File: src/rtl/x25519_operand_loader.sv
// x25519_operand_loader: byte-stream front end for the Montgomery-ladder
// scalar multiplier. Collects 32 scalar bytes then 32 u-coordinate bytes
// (little-endian), clamps the scalar, reduces u mod 2^255-19, then releases
// the multiplier from reset and captures its x_q result.
// Optional build macro: X25519_LOWORDER_CHECK_EN (err accompanies a zero result).
//
// state  | meaning
// IDLE   | waiting for byte 0; multiplier held in reset
// LOAD   | collecting bytes 1..63 into the scalar/u buffers
// REDUCE | one cycle: clamp scalar, reduce u, register k_out/xp_out
// RUN    | multiplier running; wait for core_done or watchdog expiry
module x25519_operand_loader #(
    parameter int CLAMP    = 1,
    parameter int WATCHDOG = 0
) (
    input  logic         clk,
    input  logic         rst,
    input  logic         in_valid,
    output logic         in_ready,
    input  logic [7:0]   in_data,
    input  logic         in_last,
    output logic [254:0] k_out,
    output logic [254:0] xp_out,
    output logic         core_rst,
    input  logic         core_done,
    input  logic [254:0] core_xq,
    output logic [254:0] result,
    output logic         result_valid,
    output logic         err,
    output logic         busy
);

    typedef enum logic [1:0] {S_IDLE, S_LOAD, S_REDUCE, S_RUN} state_t;

    // 2^255 - 19: all ones except the low five bits 0b01101
    localparam logic [254:0] P_MOD   = {{250{1'b1}}, 5'b01101};
    localparam logic [31:0]  WD_LAST = (WATCHDOG > 0) ? 32'(WATCHDOG - 1) : 32'd0;

    state_t         state, state_nxt;
    logic [5:0]     byte_cnt;
    logic [31:0]    wd_cnt;
    logic [255:0]   scal_buf;
    logic [255:0]   u_buf;
    logic           rv_nxt;
    logic           err_nxt;
    logic           accept;
    logic           last_byte;
    logic           frame_err;
    logic           wd_hit;
    logic           low_order;
    logic [254:0]   k_red;
    logic [254:0]   u_masked;
    logic [254:0]   xp_red;
    logic           unused_bits;

    assign in_ready  = rst && ((state == S_IDLE) || (state == S_LOAD));
    assign busy      = (state != S_IDLE);
    assign accept    = in_valid && in_ready;
    assign last_byte = (byte_cnt == 6'd63);
    assign frame_err = accept && (in_last != last_byte);
    // Counter holds the number of completed RUN cycles, so expiry fires at the
    // end of RUN cycle number WATCHDOG.
    assign wd_hit    = (WATCHDOG > 0) && (wd_cnt == WD_LAST);

`ifdef X25519_LOWORDER_CHECK_EN
    assign low_order = (core_xq == '0);
`else
    assign low_order = 1'b0;
`endif

    // Bit 255 of each buffer is dropped by design.
    assign unused_bits = ^{scal_buf[255], u_buf[255]};

    assign k_red    = (CLAMP != 0) ? {1'b1, scal_buf[253:3], 3'b000} : scal_buf[254:0];
    assign u_masked = u_buf[254:0];
    // Masked u is below 2^255 < 2p, so one conditional subtract is a full reduction.
    assign xp_red   = (u_masked >= P_MOD) ? (u_masked - P_MOD) : u_masked;

    // Next-state and strobe decode
    always_comb begin
        state_nxt = state;
        rv_nxt    = 1'b0;
        err_nxt   = 1'b0;
        case (state)
            S_IDLE: begin
                if (accept) begin
                    state_nxt = frame_err ? S_IDLE : S_LOAD;
                    err_nxt   = frame_err;
                end
            end
            S_LOAD: begin
                if (frame_err) begin
                    state_nxt = S_IDLE;
                    err_nxt   = 1'b1;
                end else if (accept && last_byte) begin
                    state_nxt = S_REDUCE;
                end
            end
            S_REDUCE: begin
                state_nxt = S_RUN;
            end
            S_RUN: begin
                if (core_done) begin
                    state_nxt = S_IDLE;
                    rv_nxt    = 1'b1;
                    err_nxt   = low_order;
                end else if (wd_hit) begin
                    state_nxt = S_IDLE;
                    err_nxt   = 1'b1;
                end
            end
            default: state_nxt = S_IDLE;
        endcase
    end

    // State register
    always_ff @(posedge clk) begin
        if (!rst) state <= S_IDLE;
        else      state <= state_nxt;
    end

    // Byte counter, operand buffers and watchdog counter
    always_ff @(posedge clk) begin
        if (!rst) begin
            byte_cnt <= '0;
            wd_cnt   <= '0;
            scal_buf <= '0;
            u_buf    <= '0;
        end else begin
            if (accept) begin
                if (byte_cnt[5]) u_buf[{byte_cnt[4:0], 3'b000} +: 8]    <= in_data;
                else             scal_buf[{byte_cnt[4:0], 3'b000} +: 8] <= in_data;
                byte_cnt <= (frame_err || last_byte) ? 6'd0 : byte_cnt + 6'd1;
            end
            wd_cnt <= (state == S_RUN) ? wd_cnt + 32'd1 : 32'd0;
        end
    end

    // Registered outputs; core_rst drops one cycle into RUN so k_out/xp_out
    // have been stable for a full cycle before the multiplier leaves reset.
    always_ff @(posedge clk) begin
        if (!rst) begin
            k_out        <= '0;
            xp_out       <= '0;
            result       <= '0;
            core_rst     <= 1'b1;
            result_valid <= 1'b0;
            err          <= 1'b0;
        end else begin
            result_valid <= rv_nxt;
            err          <= err_nxt;
            core_rst     <= !((state == S_RUN) && (state_nxt == S_RUN));
            if (state == S_REDUCE) begin
                k_out  <= k_red;
                xp_out <= xp_red;
            end
            if ((state == S_RUN) && core_done) result <= core_xq;
        end
    end

endmodule

File: config.mk
export PLATFORM = sky130hd
export DESIGN_NAME = x25519_operand_loader
export DESIGN_NICKNAME = d
export VERILOG_FILES = /design/src/rtl/x25519_operand_loader.sv
export SDC_FILE = /design/constraint.sdc
export NUM_CORES = 2
export LEC_CHECK = 0
export BUFFER_PORTS_ARGS = -buffer_cell sky130_fd_sc_hd__buf_2
export CAP_MARGIN = 20
export CORE_AREA = 5 5 396 398
export DETAILED_ROUTE_END_ITERATION = 7
export DIE_AREA = 0 0 401 403
export HOLD_SLACK_MARGIN = 0.02
export PLACE_DENSITY_LB_ADDON = 0.08
export SETUP_SLACK_MARGIN = 0.1
export SLEW_MARGIN = 20
export SYNTH_ARGS = -nofsm -noshare
export SYNTH_HDL_FRONTEND = slang
export SYNTH_SLANG_ARGS = --single-unit
File: constraint.sdc
create_clock -name clk -period 3.35 [get_ports clk]
set_input_delay 0.335 -clock clk [delete_from_list [all_inputs] [get_ports clk]]
set_output_delay 0.335 -clock clk [all_outputs]
set_load 0.005 [all_outputs]
# Yosys cells after proc, flatten, opt, wreduce, memory -nomap -nowiden
# Cells that the tools add are included.
[word_totals]
regBits = 1285
ramBits = 0
wordCells = 51
input_bits = 268
output_inout_bits = 770
rom_bits = 0
latchBits = 0
mem_count = 0
[classes]
shifts = 2
mux = 14
n_bitwise = 1
eq_ne = 6
multipliers = 0
n_reduce_logical = 14
n_div = 0
n_lt_le_gt_ge = 1
n_addsub = 3
[ops]
columns = ["operator", "count"]
rows = [
  ["bitwise mux 256 bit", 2],
  ["variable shift 8 x 10 -> 256 bit (first input constant)", 1],
  ["indexed part select 8 x 10 -> 256 bit", 1],
  ["greater-or-equal comparator 255 bit (second input constant)", 1],
  ["two-way mux 255 bit", 1],
  ["subtractor 255 bit (second input constant)", 1],
  ["negation 8 -> 10 bit", 1],
  ["two-way mux 2 bit", 4],
  ["case mux 2 bit (4 select lines)", 1],
  ["adder 6 x 1 -> 6 bit (second input constant)", 1],
  ["== test 2 bit (second input constant)", 3],
  ["== test 6 bit (second input constant)", 1],
  ["logical AND 1 bit", 6],
  ["two-way mux 6 bit", 1],
  ["AND reduction 2 bit", 3],
  ["two-way mux 1 bit", 4],
  ["== test 2 x 1 -> 1 bit (second input constant)", 1],
  ["zero test 2 bit", 1],
  ["logical OR 1 bit", 2],
  ["case mux 1 bit (2 select lines)", 1],
  ["nonzero test 2 bit", 1],
  ["zero test 1 bit", 1],
  ["!= test 1 bit", 1],
  ["NOT 1 bit", 1],
]

# Logic depth before layout (Yosys ltp)
[logic_depth]
word_depth = 11
mapped_depth = 12
depth_no_buf = 8

# Worst setup path before layout
# Ideal clock, no wire load.
[synth_timing]
kind = "register -> register"
start = "register byte_cnt[0]"
end = "register u_buf[191]"
slack_ns = 0.650
n_path_buf = 2
period_less_slack_ns = 2.700
arrival_time_ns = 2.629
setup_ns = 0.071
t_required_ns = 3.279
path_stages_with_launch = 11
cell_sequence = "dfxtp_1 -> buf_4 -> inv_1 -> ha_1 -> nor3b_1 -> mux2i_1 -> nand4_2 -> clkbuf_1 -> nor2_1 -> nand2_1 -> a21oi_1"
[synth_between]
elab_chain_len = 3
word_cells_on_any_way = 4
classes_between = "1 x add/sub; 2 x shift; 1 x mux"
[synth_lines]
columns = ["item", "line_no", "text"]
rows = [
  ["start: declaration", "40", "logic [5:0] byte_cnt;"],
  ["start signal: assignment", "133", "byte_cnt <= (frame_err || last_byte) ? 6'd0 : byte_cnt + 6'd1;"],
  ["negation 8 -> 10 bit *", "131", "if (byte_cnt[5]) u_buf[{byte_cnt[4:0], 3'b000} +: 8] <= in_data;"],
  ["indexed part select 8 x 10 -> 256 bit / variable shift 8 x 10 -> 256 bit (equally long branches)", "131", ""],
  ["bitwise mux 256 bit *", "131", ""],
  ["end signal: indexed assignment", "131", ""],
  ["end: declaration", "43", "logic [255:0] u_buf;"],
]
# Mark *: on every way between the ends. The rest lies on a longest branch, timed or not.
# A chain may end at the register's enable or synchronous reset.

# Final worst setup path
[layout_timing]
start = "register u_buf[8]"
end = "register xp_out[55]"
[layout_between]
elab_chain_len = 2
word_cells_on_any_way = 3
classes_between = "1 x add/sub; 1 x order compare; 1 x mux"
[layout_lines]
columns = ["item", "line_no", "text"]
rows = [
  ["subtractor 255 bit / greater-or-equal comparator 255 bit (equally long branches)", "77", "assign xp_red = (u_masked >= P_MOD) ? (u_masked - P_MOD) : u_masked;"],
  ["two-way mux 255 bit *", "77", ""],
  ["end signal: assignment", "155", "xp_out <= xp_red;"],
  ["end: declaration", "23", "output logic [254:0] xp_out,"],
]
# Marked as above.

==> summary.txt <==
STA
  • Worst Skew: 0.0394 ns
  • Hold Worst Slack: 0.0931 ns
  • Max Fclk: 312 MHz
  • Worst slew margin: 0.161
  • Fin. Hold Viols: 0
  • Setup-failing EPs final: 0
  • Min cycle time layout: 3.20 ns
  • RSZ-0062 raised after global routing: false
  • Final period utilization: 0.956
  • Final Slew Violations: 0
  • Slew of the pin with the lowest slew margin: 1.26 ns

CTS
  • Clock transition at path regs: 0.06 ns
  • H-tree depth: 4
  • Clock latency on the worst-skew pair: 0.79 ns
  • CTS buffer count: 150
  • Clock buffer depth: 3
  • Clock Sinks: 1,279
  • Setup bufs post-CTS: 0
  • TritonCTS clock tree: yes
  • CTS root buf: clkbuf_16

Layout
  • Layout net count: 6,256
  • Most frequent cells in the layout: dfxtp_1, buf_2, nand2_1
  • Fillers: 15,500
  • Area Overhead vs Synth: 35.7%
  • Fin area: 60,400 um^2
  • Multi-input logic area: 17,500 um^2
  • Share of cells above drive strength 1: 0.247
  • Register Area: 25,600 um^2
  • Filler-free cell count of the finished design: 8,156
  • Commonest non-fill, non-tap cell in the layout: dfxtp_1

Floorplan
  • I/O pin cnt: 1,038
  • # rows: 144
  • DIE HEIGHT: 403 um
  • Area of the die: 162,000 um^2
  • Initial core utilization: 0.291
  • Core box area: 153,000 um^2
  • Die X: 401 um

Placed design
  • DP Cell Count: 7,614
  • GP Congestion: 0.905
  • DP Area: 52,700 um^2
  • IO Port Bufs: 1,034
  • Hpwl dp: 180,000 um

Synth
  • Seq cells post-synth: 1,279
  • Register area share after synthesis: 0.575
  • Gate count of the mapped netlist: 4,714
  • Largest cells by area after synthesis: dfxtp_1, a22o_1, nand2_1
  • Yosys cell types: 56
  • Post-synth EDFFs: 0
  • Syn_area_per_cell: 9.45 um^2
  • Synth Flop Type: dfxtp_1
  • Async S/R FF share, synth: 0
  • Cell Area, Synth: 44,500 um^2
  • Synth top area share: 0.575
  • Synth area leader: dfxtp_1
  • YS warnings: 0

Setup path
  • CP startpoint kind: flip-flop
  • Worst Path Max Fanout: 86
  • CP required: 4.01 ns
  • Worst Path Arrival: 3.86 ns
  • Crit Path Category: reg2reg
  • Setup crit end kind: flip-flop

Drt
  • 1st-iter DRT viols: 3,321
  • Antenna Nets Post-Route: 0
  • DRC viols: 0
  • Drt total wl: 234,000 um
  • Vias/cell: 5.07
  • Initial DRT Pass Iterations: 7
  • Vias post-DR: 41,400
  • DR WL/cell: 28.7 um

Global route
  • GR Util All Layers: 0.276
  • Global-route wire length before repair: 323,000 um
  • Largest net degree at the start of global routing: 185
  • Vias in the first global route: 39,800
  • Congestion Overflow GR: 0
  • Initial antenna violation count: 30

Power
  • Power per cell area: 546 nW/um^2
  • Leakage: 24.8 nW
  • Max IR drop VDD: 437 uV

Worst hold path
  • HP Class: in2reg

Outcome
  • Status: complete, no violations

Flow run
  • Max-cap check violation count: 0
-- layer usage --
metal  routed length, um  vias up  track usage
met5                 104        -            0
met4                8590       18       0.0931
met3               14600      308       0.0629
met2              114000     1452        0.472
met1               97200    20400        0.343
li1                    -    19200            -
-- final cells by class --
| class | instances | area share |
|---|---|---|
| Inverter | 7 | 0.000559 |
| Clock inverter | 38 | 0.0107 |
| Sequential cell | 1279 | 0.424 |
| Timing Repair Buffer | 1486 | 0.159 |
| Antenna cell | 18 | 0.000745 |
| Tap cell | 2044 | 0.0423 |
| Clock buffer | 227 | 0.0727 |
| Multi-Input combinational cell | 3057 | 0.290 |
-- synthesized netlist by cell type (all sizes together) (16+ instances only) --
master and count:
dfxtp 1279, nand2 869, a21oi 569, a22o 504, clkbuf 328, nor2 246
nand3 227, mux2i 192, nand4 124, o21ai 110, and2 60, and3 54
buf 45, nor4 30, nor3 16
-- path summary, 6_finish.rpt --
path | startpoint | end | slack [ns] | depth (start not counted)
max | u_buf[8]$_SDFFE_PN0P_ | xp_out[55]$_SDFFE_PN0N_ | 0.15 | 8
min | in_data[1] | u_buf[225]$_SDFFE_PN0P_ | 0.09 | 3
max reg2reg | u_buf[8]$_SDFFE_PN0P_ | xp_out[55]$_SDFFE_PN0N_ | 0.15 | 8
min reg2reg | scal_buf[81]$_SDFFE_PN0P_ | k_out[81]$_SDFFE_PN0N_ | 0.43 | 2
-- state kept, by name (all words and copies together), names as in the netlist --
| name | cells |
|---|---|
| scal_buf | 251 |
| xp_out | 255 |
| k_out | 252 |
| core_rst | 1 |
| result_valid | 1 |
| byte_cnt | 6 |
| state | 2 |
| err | 1 |
| result | 255 |
| u_buf | 255 |
-- critical path: stages, from the launching register on --
cell and delay [ns]:
dfxtp_1 0.48, nand4_1 0.19, buf_4 0.21, nor4_1 0.58, nand4_1 0.38, nor4_4 0.50
a211oi_4 0.14, buf_12 0.25, a22o_1 0.26
-- per-stage QoR --
step,setup slack (ns),TNS [ns],power [mW],util
floorplan,0.650,0,15.9,-
global placement,-0.0479,-3.78,16.3,0.345
detailed placement,-0.0403,-1.68,16.3,0.345
CTS,0.167,0,33.3,0.395
global route,0.104,0,34.0,0.395
finish,0.146,0,33.0,0.395
-- what timing repair did --
action                     in CTS  in global routing
hold endpoints to repair      262                  0
setup endpoints to repair     120                 79
resized for setup               2                  4
hold buffers                  259                  0
-- logic make-up after synthesis --
group                    Yosys count  synth area share
AND/OR/NAND/NOR                 1649             0.166
XOR/XNOR                           4          0.000787
multiplexers                     192            0.0432
adder cells (fa/ha/maj)            7           0.00197
flip-flops                      1279             0.575
buffers and inverters            380            0.0344
AO/OA/AOI/OAI                   1202             0.179
other                              1         0.0000842
-- report_power, final --
part / internal, mW / switching [mW] / total [mW] / leakage [nW]
clock network: 9.76 / 6.97 / 16.7 / 2.45
logic: 0.399 / 0.623 / 1.02 / 12.1
registers: 15.2 / 0.00613 / 15.2 / 10.3
Power figures use the tool's default switching activity.
